File: src/rtl/tug_referee_if.sv
// Pin bundle between the tug-of-war referee and its push/tick sources and display sinks.
interface tug_referee_if;
    logic       lpush;
    logic       rpush;
    logic       slowen;
    logic [6:0] rope_led;
    logic [6:0] score;
    logic       isVictory;
    logic       winner;

    modport master (
        output lpush, rpush, slowen,
        input  rope_led, score, isVictory, winner
    );

    modport slave (
        input  lpush, rpush, slowen,
        output rope_led, score, isVictory, winner
    );
endinterface

File: src/rtl/tug_referee.sv
// Tug-of-war referee: rope position, round scoring, timed round hold and game-over latch.
// Optional macro FALSE_START_EN: pushes during a hold penalise the pusher at the next restart.
module tug_referee #(
    parameter int WIN_ROUNDS = 3,
    parameter int ROUND_HOLD = 4
) (
    input logic          clk,
    input logic          rst,
    tug_referee_if.slave bus
);

    typedef enum logic [1:0] {PLAY, HOLD, OVER} state_t;

    localparam logic [1:0] WIN_C  = WIN_ROUNDS[1:0];
    localparam logic [3:0] HOLD_C = ROUND_HOLD[3:0];

    state_t     r_state, w_state_next;
    logic [2:0] r_pos, w_pos_next, w_restart_pos;
    logic [1:0] r_lcount, r_rcount, w_lcount_next, w_rcount_next;
    logic [3:0] r_hold, w_hold_next;
    logic [6:0] r_rope_led, r_score, w_rope_led, w_score;
    logic       r_victory, r_winner, w_victory, w_winner;

    function automatic logic [1:0] sat_inc(input logic [1:0] cnt);
        return (cnt == WIN_C) ? cnt : cnt + 2'd1;
    endfunction

    function automatic logic [2:0] therm(input logic [1:0] cnt);
        case (cnt)
            2'd0:    return 3'b000;
            2'd1:    return 3'b001;
            2'd2:    return 3'b011;
            default: return 3'b111;
        endcase
    endfunction

`ifdef FALSE_START_EN
    logic r_lpen, r_rpen, w_lpen_next, w_rpen_next;

    // The penalised player restarts one step closer to losing.
    always_comb begin
        w_restart_pos = 3'd3;
        if (r_lpen && !r_rpen)
            w_restart_pos = 3'd4;
        else if (r_rpen && !r_lpen)
            w_restart_pos = 3'd2;
    end
`else
    assign w_restart_pos = 3'd3;
`endif

    // NOTE: every signal gets a default first so no path leaves it unassigned (no latches).
    always_comb begin
        w_state_next  = r_state;
        w_pos_next    = r_pos;
        w_lcount_next = r_lcount;
        w_rcount_next = r_rcount;
        w_hold_next   = r_hold;
`ifdef FALSE_START_EN
        w_lpen_next   = r_lpen;
        w_rpen_next   = r_rpen;
`endif
        case (r_state)
            PLAY: begin
                if (bus.lpush && !bus.rpush && r_pos != 3'd0)
                    w_pos_next = r_pos - 3'd1;
                else if (bus.rpush && !bus.lpush && r_pos != 3'd6)
                    w_pos_next = r_pos + 3'd1;

                if (w_pos_next == 3'd0) begin
                    w_lcount_next = sat_inc(r_lcount);
                    w_state_next  = (w_lcount_next == WIN_C) ? OVER : HOLD;
                end else if (w_pos_next == 3'd6) begin
                    w_rcount_next = sat_inc(r_rcount);
                    w_state_next  = (w_rcount_next == WIN_C) ? OVER : HOLD;
                end
            end
            HOLD: begin
`ifdef FALSE_START_EN
                w_lpen_next = r_lpen | bus.lpush;
                w_rpen_next = r_rpen | bus.rpush;
`endif
                // The release edge ignores its own pushes; only earlier flags count.
                if (bus.slowen) begin
                    if (r_hold + 4'd1 == HOLD_C) begin
                        w_pos_next   = w_restart_pos;
                        w_hold_next  = 4'd0;
                        w_state_next = PLAY;
`ifdef FALSE_START_EN
                        w_lpen_next  = 1'b0;
                        w_rpen_next  = 1'b0;
`endif
                    end else begin
                        w_hold_next = r_hold + 4'd1;
                    end
                end
            end
            OVER:    ;
            default: w_state_next = PLAY;
        endcase
    end

    // Outputs are decoded from next-state values so the registered copies track the state.
    always_comb begin
        w_rope_led = 7'd1 << w_pos_next;
        w_score    = {therm(w_rcount_next), 1'b0, therm(w_lcount_next)};
        w_victory  = (w_state_next == OVER);
        w_winner   = w_victory && (w_rcount_next == WIN_C);
    end

    // NOTE: sequential state uses non-blocking assignments so all registers update together.
    always_ff @(posedge clk) begin
        if (rst) begin
            r_state    <= PLAY;
            r_pos      <= 3'd3;
            r_lcount   <= 2'd0;
            r_rcount   <= 2'd0;
            r_hold     <= 4'd0;
            r_rope_led <= 7'b0001000;
            r_score    <= 7'b0000000;
            r_victory  <= 1'b0;
            r_winner   <= 1'b0;
`ifdef FALSE_START_EN
            r_lpen     <= 1'b0;
            r_rpen     <= 1'b0;
`endif
        end else begin
            r_state    <= w_state_next;
            r_pos      <= w_pos_next;
            r_lcount   <= w_lcount_next;
            r_rcount   <= w_rcount_next;
            r_hold     <= w_hold_next;
            r_rope_led <= w_rope_led;
            r_score    <= w_score;
            r_victory  <= w_victory;
            r_winner   <= w_winner;
`ifdef FALSE_START_EN
            r_lpen     <= w_lpen_next;
            r_rpen     <= w_rpen_next;
`endif
        end
    end

    assign bus.rope_led  = r_rope_led;
    assign bus.score     = r_score;
    assign bus.isVictory = r_victory;
    assign bus.winner    = r_winner;

endmodule

File: src/flat_wrapper.sv
// flat-port wrapper written by rule: the top's interface ports become plain ports
module tug_referee_flat 
#(
    parameter int WIN_ROUNDS = 3,
    parameter int ROUND_HOLD = 4
)
  (clk, rst, bus_lpush, bus_rpush, bus_slowen, bus_rope_led, bus_score, bus_isVictory, bus_winner);
  tug_referee_if bus_i ();
  input logic clk;
  input logic rst;
  input wire logic [$bits(bus_i.lpush)-1:0] bus_lpush;
  input wire logic [$bits(bus_i.rpush)-1:0] bus_rpush;
  input wire logic [$bits(bus_i.slowen)-1:0] bus_slowen;
  output wire logic [$bits(bus_i.rope_led)-1:0] bus_rope_led;
  output wire logic [$bits(bus_i.score)-1:0] bus_score;
  output wire logic [$bits(bus_i.isVictory)-1:0] bus_isVictory;
  output wire logic [$bits(bus_i.winner)-1:0] bus_winner;
  assign bus_i.lpush = bus_lpush;
  assign bus_i.rpush = bus_rpush;
  assign bus_i.slowen = bus_slowen;
  assign bus_rope_led = bus_i.rope_led;
  assign bus_score = bus_i.score;
  assign bus_isVictory = bus_i.isVictory;
  assign bus_winner = bus_i.winner;
  tug_referee #(.WIN_ROUNDS(WIN_ROUNDS), .ROUND_HOLD(ROUND_HOLD)) u_core (.clk(clk), .rst(rst), .bus(bus_i));
endmodule
File: config.mk
export PLATFORM = sky130hd
export DESIGN_NAME = tug_referee_flat
export DESIGN_NICKNAME = d
export VERILOG_FILES = /design/src/rtl/tug_referee_if.sv /design/src/rtl/tug_referee.sv /design/src/flat_wrapper.sv
export SDC_FILE = /design/constraint.sdc
export NUM_CORES = 1
export LEC_CHECK = 0
export CAP_MARGIN = 15
export CORE_MARGIN = 3
export CORE_UTILIZATION = 50
export CTS_CLUSTER_DIAMETER = 60
export DETAILED_ROUTE_END_ITERATION = 8
export PLACE_DENSITY = 0.81
export SLEW_MARGIN = 20
export SYNTH_ARGS = -nofsm -noshare
export SYNTH_HDL_FRONTEND = slang
export SYNTH_SLANG_ARGS = --single-unit
File: constraint.sdc
create_clock -name clk -period 5.66 [get_ports clk]
set_clock_uncertainty 0.1 [all_clocks]
set_input_delay 0.566 -clock clk [delete_from_list [all_inputs] [get_ports clk]]
set_output_delay 0.566 -clock clk [all_outputs]
set_load 0.01 [all_outputs]
==> results of run 1 <==
## flip-flops by register name, indices dropped and copies added (netlist names)
name / cells
u_core.r_lcount: 2
u_core.bus.score: 6
u_core.r_rcount: 2
u_core.bus.winner: 1
u_core.r_state: 2
u_core.r_pos: 3
u_core.bus.isVictory: 1
u_core.r_hold: 4
u_core.bus.rope_led: 7
## synthesized netlist by cell type (2+ instances only)
library cell,n,area [sq um]
nor2_1,13,48.8
o21a_1,2,15.0
ha_1,5,62.6
a211oi_1,3,22.5
nand2_1,6,22.5
o21ai_2,2,17.5
o21ai_1,3,15.0
nor3_1,2,10.0
nand2b_1,5,31.3
nor4b_2,3,45.0
nand4_1,2,12.5
dfxtp_1,28,561
a311oi_1,2,17.5
clkbuf_1,4,15.0
o31ai_1,5,37.5
a31oi_2,2,25.0
and3_4,2,22.5
a31oi_1,3,18.8
nand3_1,2,10.0
nor4_1,2,12.5
nor2b_2,2,17.5
a31o_2,2,17.5
or3_4,2,22.5
inv_1,7,26.3
a21oi_1,8,40.0
## routing by layer
metal	part of all wire [%]	GRT usage, %	wire length (microns)
met1	43	20.7	1240
met2	52	32.4	1500
met3	5.4	3.02	156
met4	0.34	4.11	10
met5	0	0	0
## worst max path at each step
stage / startpoint / endpoint / slack, ns / cells past startpoint
after CTS: u_core.r_pos[0] / u_core.r_state[1] / 3.38 / 7
after detailed placement: bus_rpush / u_core.r_state[0] / 3.19 / 6
after global routing: u_core.r_pos[0] / u_core.bus.score[1] / 3.22 / 7
final: u_core.r_pos[0] / u_core.r_state[1] / 3.37 / 7
after global placement: bus_rpush / u_core.r_state[0] / 3.23 / 6
after floorplan: u_core.r_pos[0] / u_core.bus.isVictory / 3.66 / 7
## through the flow
| step | total power [mW] | cells |
|---|---|---|
| floorplan | 0.424 | 152 |
| global placement | 0.474 | 195 |
| detailed placement | 0.484 | 195 |
| CTS | 0.614 | 199 |
| global route | 0.648 | 199 |
| finish | 0.608 | 199 |
## power groups by stage
stage	Combinational (mW)	Clock [mW]	Sequential [mW]
after detailed placement	0.229	0	0.254
after floorplan	0.177	0	0.247
final	0.230	0.128	0.250
after global placement	0.221	0	0.252
after CTS	0.231	0.133	0.250
after global routing	0.254	0.139	0.255
## cells by family after synthesis
logic type / after synthesis / share of synthesized area, %
other: 1 / 0.254
xor gates and xnor gates: 1 / 0.594
buffers and inverters: 14 / 4.41
and+or+nand+nor: 56 / 26.1
adders and majority gates: 5 / 4.24
DFF: 28 / 38.0
AOI/OAI and AO/OA: 47 / 26.3
## layout make-up
type                       instances  area [sq um]
inverter                           7          26.3
sequential                        28           561
multi-input combinational        110           848
timing repair buffer              19           190
fill                             244          1060
clock buffer                       3          22.5
clock inverter                     1          30.0
tap                               31          38.8
## worst max-delay path, stage by stage (launching register included)
cell and delay, ns:
dfxtp_1 0.50, inv_1 0.13, ha_1 0.40, nand2_1 0.11
or3_4 0.36, a31oi_2 0.20, o21ai_1 0.11, a311oi_1 0.28
==> run metrics, run 1 <==
critical path arrival=2.41 ns; Setup Slack @ Placement=3.19 ns; DR WL/cell=14.6 microns; worst slew pin tran=0.967 ns; Worst setup SP type=register; Cell Area, Synth=1470 sq um; HP Class=reg -> reg; #FFs+latches synth=28; # Post-CTS Setup Buffers=0; boundary pin count=21; commonest non-fill, non-tap cell in the layout=dfxtp_1; post-cts sizing count=0; Synth warnings=0; internal power=0.397 mW; WL final=2900 microns; GPL Wtd Cong=0.910; DRT antenna net count=0; sw power=0.212 mW; vias in the first global route=1150; Initial Util=53.0%; nets=179; CTS root buf=clkbuf_4; # setup viols final=0; Reg2Reg Depth=7; Gate power share=37.8%; Hold Path Depth=2; Mapped Avg Cell Area=9.70 sq um; cells after synthesis=152; maximum VDD drop=0.207 mV; share of power burned in registers=41.1%; Initial DRT Pass Iterations=4; Critical Path RT=5.78 ns; Hold Fails Final Rpt=0; RSZ-0062 raised after global routing=false; die area=3640 sq um; switching part of the total=34.8%; share of cells above drive strength 1=19.6%; CTS buffer count=3; final worst slack=3.37 ns; FF-to-FF End=u_core.r_state[1]; pwr dens=354 nW/um^2; minimum clock period=2.29 ns; Clock power frac=21.1%; dpl cell area=1660 sq um; slew margin rel.=35.3%; clock insertion delay at the later pin of the skew report=0.32 ns; die width=60.3 microns; hold_sp=u_core.r_hold[1]; Core Region=2780 sq um; final instance area=1720 sq um; Worst Path Max Fanout=9; Area Growth Syn to Fin=16.5%; vias per cell=6.03; Port Buffers=19; CTS max path bufs=2; library cells used by synthesis=60; Seq/Total Area, Yosys=38.0%; FP Rows=19; DR iter-0 viols=41; total number of vias=1199; CP endpoint kind=register; largest net degree at the start of global routing=28; status=completed; Antenna diodes=0; Congestion Overflow GR=0; number of enable flip-flop cells after synthesis=0; hpwl dp=2210 microns; leakage=0.611 nW; final setup TNS=0 ns; # DRC=0; CTS tree=done; Die Ht=60.3 microns; Setup Crit Path Kind=reg -> reg; antenna violations before repair=0; GR Util All Layers=17.5%; max-slew violations=0; Max Cap Viol=0; hold slack=0.386 ns; Synth async-reset ratio=0%; syn nets=162; most frequent cells in the layout=dfxtp_1 (28), clkdlybuf4s50_1 (19), nor2_1 (13); CTS sink cnt=28; final core occ=61.7%; hold endpoint=u_core.r_hold[1]; first-pass GRT wire length=4980 microns; clock-pin transition on the worst setup and hold timing paths=0.15 ns; worst r2r src=u_core.r_pos[0]; hold buffer count at CTS=0; Tcrit/Tclk final=40.4%; ys flop type=dfxtp_1; H-tree lvl count=1; fmax=0.437 GHz; slack of the worst reg-to-reg path=3.37 ns
(Power assumes the default switching activity.)
==> inputs of run 2 (changes only) <==
- clock period: 5.66 -> 2.4 ns (I/O delays scaled with it)
==> run 2 against run 1 <==
Cell count grew 1.0%. Die area stayed put. Maximum frequency up 4.0%. Combinational power rose by 140%. Hold slack gained 0.022 ns. First-iteration DRC count up 29%. Highest routed layer unchanged.
==> run metrics, run 2 (synthesis results as in run 1) <==
max-slew violations=0 (unchanged); share of power burned in registers=40.2% (-0.9 points); Tcrit/Tclk final=91.6% (+51 points); RSZ-0062 raised after global routing=false; CTS tree=done; hold buffer count at CTS=0 (unchanged); DR iter-0 viols=53 (+29%); hold_sp=u_core.r_hold[1]; Hold Fails Final Rpt=0 (unchanged); clock insertion delay at the later pin of the skew report=0.33 ns (about the same); DRT antenna net count=0 (unchanged); status=completed; clock-pin transition on the worst setup and hold timing paths=0.16 ns (about the same); Worst setup SP type=register; total number of vias=1201 (+0.17%); worst r2r src=u_core.r_pos[1]; final core occ=62.3% (+0.54 points); hpwl dp=2250 microns (+1.9%); H-tree lvl count=1 (unchanged); DR WL/cell=14.4 microns (-0.82%); Placed Cells=197 (+1.0%); Initial Util=53.0% (unchanged); Register Area=561 sq um (unchanged); minimum clock period=2.20 ns (-0.0882 ns); final setup TNS=0 ns (unchanged); share of cells above drive strength 1=20.6% (+0.95 points); Fillers=231 (-5.3%); Gate power share=38.3% (+0.5 points); post-cts sizing count=0 (unchanged); worst slew pin tran=0.527 ns (-0.440 ns); first-pass GRT wire length=4900 microns (-1.6%); commonest non-fill, non-tap cell in the layout=dfxtp_1; Area Growth Syn to Fin=17.5%; # Post-CTS Setup Buffers=0 (unchanged); CTS root buf=clkbuf_4; FP Rows=19 (unchanged); max layer used=met4; Initial DRT Pass Iterations=4 (unchanged); Max Cap Viol=0 (unchanged); # DRC=0 (unchanged); boundary pin count=21 (unchanged); die area=3640 sq um (unchanged); sw power=0.506 mW (+140%); vias per cell=5.98 (-0.83%); most frequent cells in the layout=dfxtp_1 (28), clkdlybuf4s50_1 (19), nor2_1 (13); Antenna diodes=0 (unchanged); CTS max path bufs=2 (unchanged); antenna violations before repair=0 (unchanged); critical path arrival=2.34 ns (-0.07 ns); GR Util All Layers=17.6% (+0.034 points); GPL Wtd Cong=0.879 (-3.4%); CTS sink cnt=28 (unchanged); Setup Crit Path Kind=reg -> reg; die width=60.3 microns (unchanged); CP endpoint kind=register; pwr dens=837 nW/um^2 (+140%); maximum VDD drop=0.616 mV (+200%); hold slack=0.408 ns (+0.0221 ns); fin cells=201 (+1.0%); vias in the first global route=1164 (+1.2%); Setup Slack @ Placement=0.227 ns (-2.96 ns); metal2 WL=1510 microns (+1.1%); Worst Path Max Fanout=6 (-3); worst setup path start=u_core.r_pos[1]; Critical Path RT=2.54 ns (-3.24 ns); Port Buffers=19 (unchanged); WL met3=128 microns (-18%); largest net degree at the start of global routing=17 (-39%); Congestion Overflow GR=0 (unchanged); CTS buffer count=3 (unchanged); area occupied by multi-input gates=848 sq um (unchanged); fmax=0.455 GHz (+4.0%); Die Ht=60.3 microns (unchanged); leakage=0.620 nW (+1.5%); Post-Route M1 WL=1210 microns (-2.3%); # setup viols final=0 (unchanged); max reg flops=7 (unchanged); final worst slack=0.202 ns (-3.17 ns); internal power=0.943 mW (+140%); nets=181 (+1.1%); Clock power frac=21.5% (+0.4 points); slew margin rel.=64.7% (+29 points); switching part of the total=34.9% (+0.18 points); HP Class=reg -> reg; Core Region=2780 sq um (unchanged); WL final=2900 microns (+0.17%)
[run 2: changes by cell type in the layout (fill, tap and decap cells not counted)]
cell   change
buf_4      +2
[run 2: area by class of cell]
cell class / count / area share (%)
multi-input cells: 110 / 49.0
clock inverters: 1 / 1.73
well taps: 31 / 2.24
flip-flops and latches: 28 / 32.4
clock buffers: 3 / 1.30
repair buffers: 21 / 11.8
inverters: 7 / 1.52
[run 2: path summary, 6_finish.rpt]
path                             end  slack [ns]  depth (start not counted)
setup reg to reg  u_core.r_lcount[1]        0.20                          7
hold reg to reg     u_core.r_hold[1]        0.41                          2
hold / removal      u_core.r_hold[1]        0.41                          2
setup / recovery  u_core.r_lcount[1]        0.20                          7
[run 2: power groups by stage]
stage / clock [mW] / sequential, mW / combinational (mW)
finish: 0.312 / 0.582 / 0.555
global route: 0.334 / 0.592 / 0.606
CTS: 0.316 / 0.583 / 0.559
detailed placement: 0 / 0.592 / 0.556
global placement: 0 / 0.589 / 0.537
floorplan: 0 / 0.584 / 0.417
[run 2: stage by stage]
stage          power [mW]  cell area, sq um
3_5_place_dp         1.15              1680
4_1_cts              1.46              1730
5_1_grt              1.53              1730
2_1_floorplan        1.00              1470
3_3_place_gp         1.13              1680
6_report             1.45              1730
[run 2: routing by layer]
layer	GRT usage (%)	vias up
li1	-	605
met1	19.4	554
met2	32.7	34
met3	3.02	8
met4	6.96	0
met5	0	-
[run 2: critical path, cell delays in order (launching register included)]
cell and delay [ns]:
dfxtp_1 0.46, inv_1 0.13, ha_1 0.40, nand2_1 0.09
or3_4 0.35, a31oi_2 0.21, o21ai_2 0.12, o31ai_1 0.24
==> inputs of run 3 (changes only) <==
- PLACE_DENSITY: 0.81 -> default
- PLACE_DENSITY_LB_ADDON: default -> 0.12
==> run 3 against run 2 <==
Die area stayed put. Cell count stayed put. Final area stayed put. Total power is 0.25% higher. Critical path depth is the same. Count of clock-buffer cells in the layout did not move. Register-to-register slack improved by 0.02 ns. Wire length is 1.7% lower. Clock power about the same. First-iteration DRC count down 23%. Via count up 0.50%. Critical endpoint is now u_core.bus.isVictory. Largest cell class unchanged.
==> run metrics, run 3 (synthesis results as in run 1) <==
post-cts sizing count=0 (unchanged); internal power=0.942 mW (about the same); WL met3=112 microns (-13%); DRT antenna net count=0 (unchanged); critical path arrival=2.34 ns (about the same); max incr delay on CP=0.46 ns (about the same); max layer used=met4; status=completed; vias per cell=6.00 (+0.50%); share of cells above drive strength 1=20.6% (unchanged); Hold Fails Final Rpt=0 (unchanged); boundary pin count=21 (unchanged); leakage=0.620 nW (unchanged); Antenna diodes=0 (unchanged); antenna violations before repair=0 (unchanged); worst-path cell chain=inv_1 > ha_1 > nand2_1 > or3_4 > a31oi_2 > o21ai_1 > a311oi_1; hold slack=0.403 ns (-0.00591 ns); Post-Route M1 WL=1280 microns (+5.6%); Reg2Reg Depth=7 (unchanged); Initial DRT Pass Iterations=5 (+1); nets=181 (unchanged); Setup Crit Path Kind=reg -> reg; HP Class=reg -> reg; Initial Util=53.0% (unchanged); # Post-CTS Setup Buffers=0 (unchanged); Worst setup SP type=register; GR Util All Layers=17.6% (about the same); DR WL/cell=14.2 microns (-1.7%); FP Rows=19 (unchanged); die width=60.3 microns (unchanged); Core Region=2780 sq um (unchanged); CP max stage cell=dfxtp_1; commonest non-fill, non-tap cell in the layout=dfxtp_1; minimum clock period=2.18 ns (-0.0186 ns); Fillers=239 (+3.5%); metal2 WL=1450 microns (-4.2%); Area Growth Syn to Fin=17.5% (unchanged); total number of vias=1207 (+0.50%); RSZ-0062 raised after global routing=false; hold buffer count at CTS=0 (unchanged); Critical Path RT=2.56 ns (+0.02 ns); sw power=0.511 mW (+0.81%); # DRC=0 (unchanged); Tcrit/Tclk final=90.8% (-0.78 points); vias in the first global route=1080 (-7.2%); share of power burned in registers=39.9% (-0.3 points); # setup viols final=0 (unchanged); Gate power share=38.6% (+0.3 points); pwr dens=839 nW/um^2 (+0.25%); clock insertion delay at the later pin of the skew report=0.33 ns (about the same); hpwl dp=2190 microns (-2.7%); max reg flops=7 (unchanged); WL final=2860 microns (-1.7%); CTS max path bufs=2 (unchanged); clock-pin transition on the worst setup and hold timing paths=0.16 ns (about the same); die area=3640 sq um (unchanged); Port Buffers=19 (unchanged); final setup TNS=0 ns (unchanged); fmax=0.459 GHz (+0.85%); CTS sink cnt=28 (unchanged); CTS tree=done; Clock power frac=21.5% (about the same); Hold Path Depth=2 (unchanged); Congestion Overflow GR=0 (unchanged); CTS buffer count=3 (unchanged); Worst Path Max Fanout=6 (unchanged); maximum VDD drop=0.626 mV (+1.7%); Die Ht=60.3 microns (unchanged); CTS root buf=clkbuf_4; largest net degree at the start of global routing=28 (+11); first-pass GRT wire length=4840 microns (-1.3%); switching part of the total=35.1% (+0.20 points); most frequent cells in the layout=dfxtp_1 (28), clkdlybuf4s50_1 (19), nor2_1 (13); CP endpoint kind=register; slack of the worst reg-to-reg path=0.22 ns (+0.02 ns); Max Cap Viol=0 (unchanged); GPL Wtd Cong=0.956 (+8.8%); max-slew violations=0 (unchanged); DR iter-0 viols=41 (-23%); H-tree lvl count=1 (unchanged)
run 3: cell counts in the layout (fill, tap and decap cells not counted):
No cell type changed its count.
run 3: power groups by stage:
stage               combinational (mW)  sequential [mW]  clock, mW
floorplan                        0.417            0.584          0
global placement                 0.542            0.587          0
detailed placement               0.557            0.589          0
CTS                              0.560            0.580      0.317
global route                     0.621            0.589      0.339
finish                           0.561            0.579      0.313
run 3: cell type report:
cell class	count	area (sq um)	area share [%]
Inverter	7	26.3	1.52
Timing Repair Buffer	21	205	11.8
Sequential cell	28	561	32.4
Clock buffer	3	22.5	1.30
Multi-Input combinational cell	110	848	49.0
Clock inverter	1	30.0	1.73
Tap cell	31	38.8	2.24
run 3: critical path, delay by kind of cell (launching register included):
| family | cells | cell delay, ns |
|---|---|---|
| buf+inv | 1 | 0.13 |
| compound gates | 3 | 0.55 |
| flops | 1 | 0.46 |
| fa+ha+maj | 1 | 0.41 |
| simple gates | 2 | 0.46 |
run 3: per-layer routing:
metal | up-vias | GRT usage [%]
li1 | 606 | -
met1 | 570 | 21.6
met2 | 29 | 29.6
met3 | 2 | 4.10
met4 | 0 | 6.33
met5 | - | 0
run 3: per-stage QoR:
stage          util [%]  total power [mW]  worst slack (ns)  std cells  area [sq um]
4_1_cts            62.3              1.46             0.229        201          1730
6_report           62.3              1.45             0.220        201          1730
3_5_place_dp       60.4              1.15             0.202        197          1680
3_3_place_gp       60.4              1.13             0.296        197          1680
5_1_grt            62.3              1.55          0.000755        201          1730
2_1_floorplan         -              1.00             0.404        152          1470
run 3: worst paths after layout:
check | startpoint | to
max | u_core.r_pos[1] | u_core.bus.isVictory
min | u_core.r_hold[1] | u_core.r_hold[1]
min reg2reg | u_core.r_hold[1] | u_core.r_hold[1]
max reg2reg | u_core.r_pos[1] | u_core.bus.isVictory
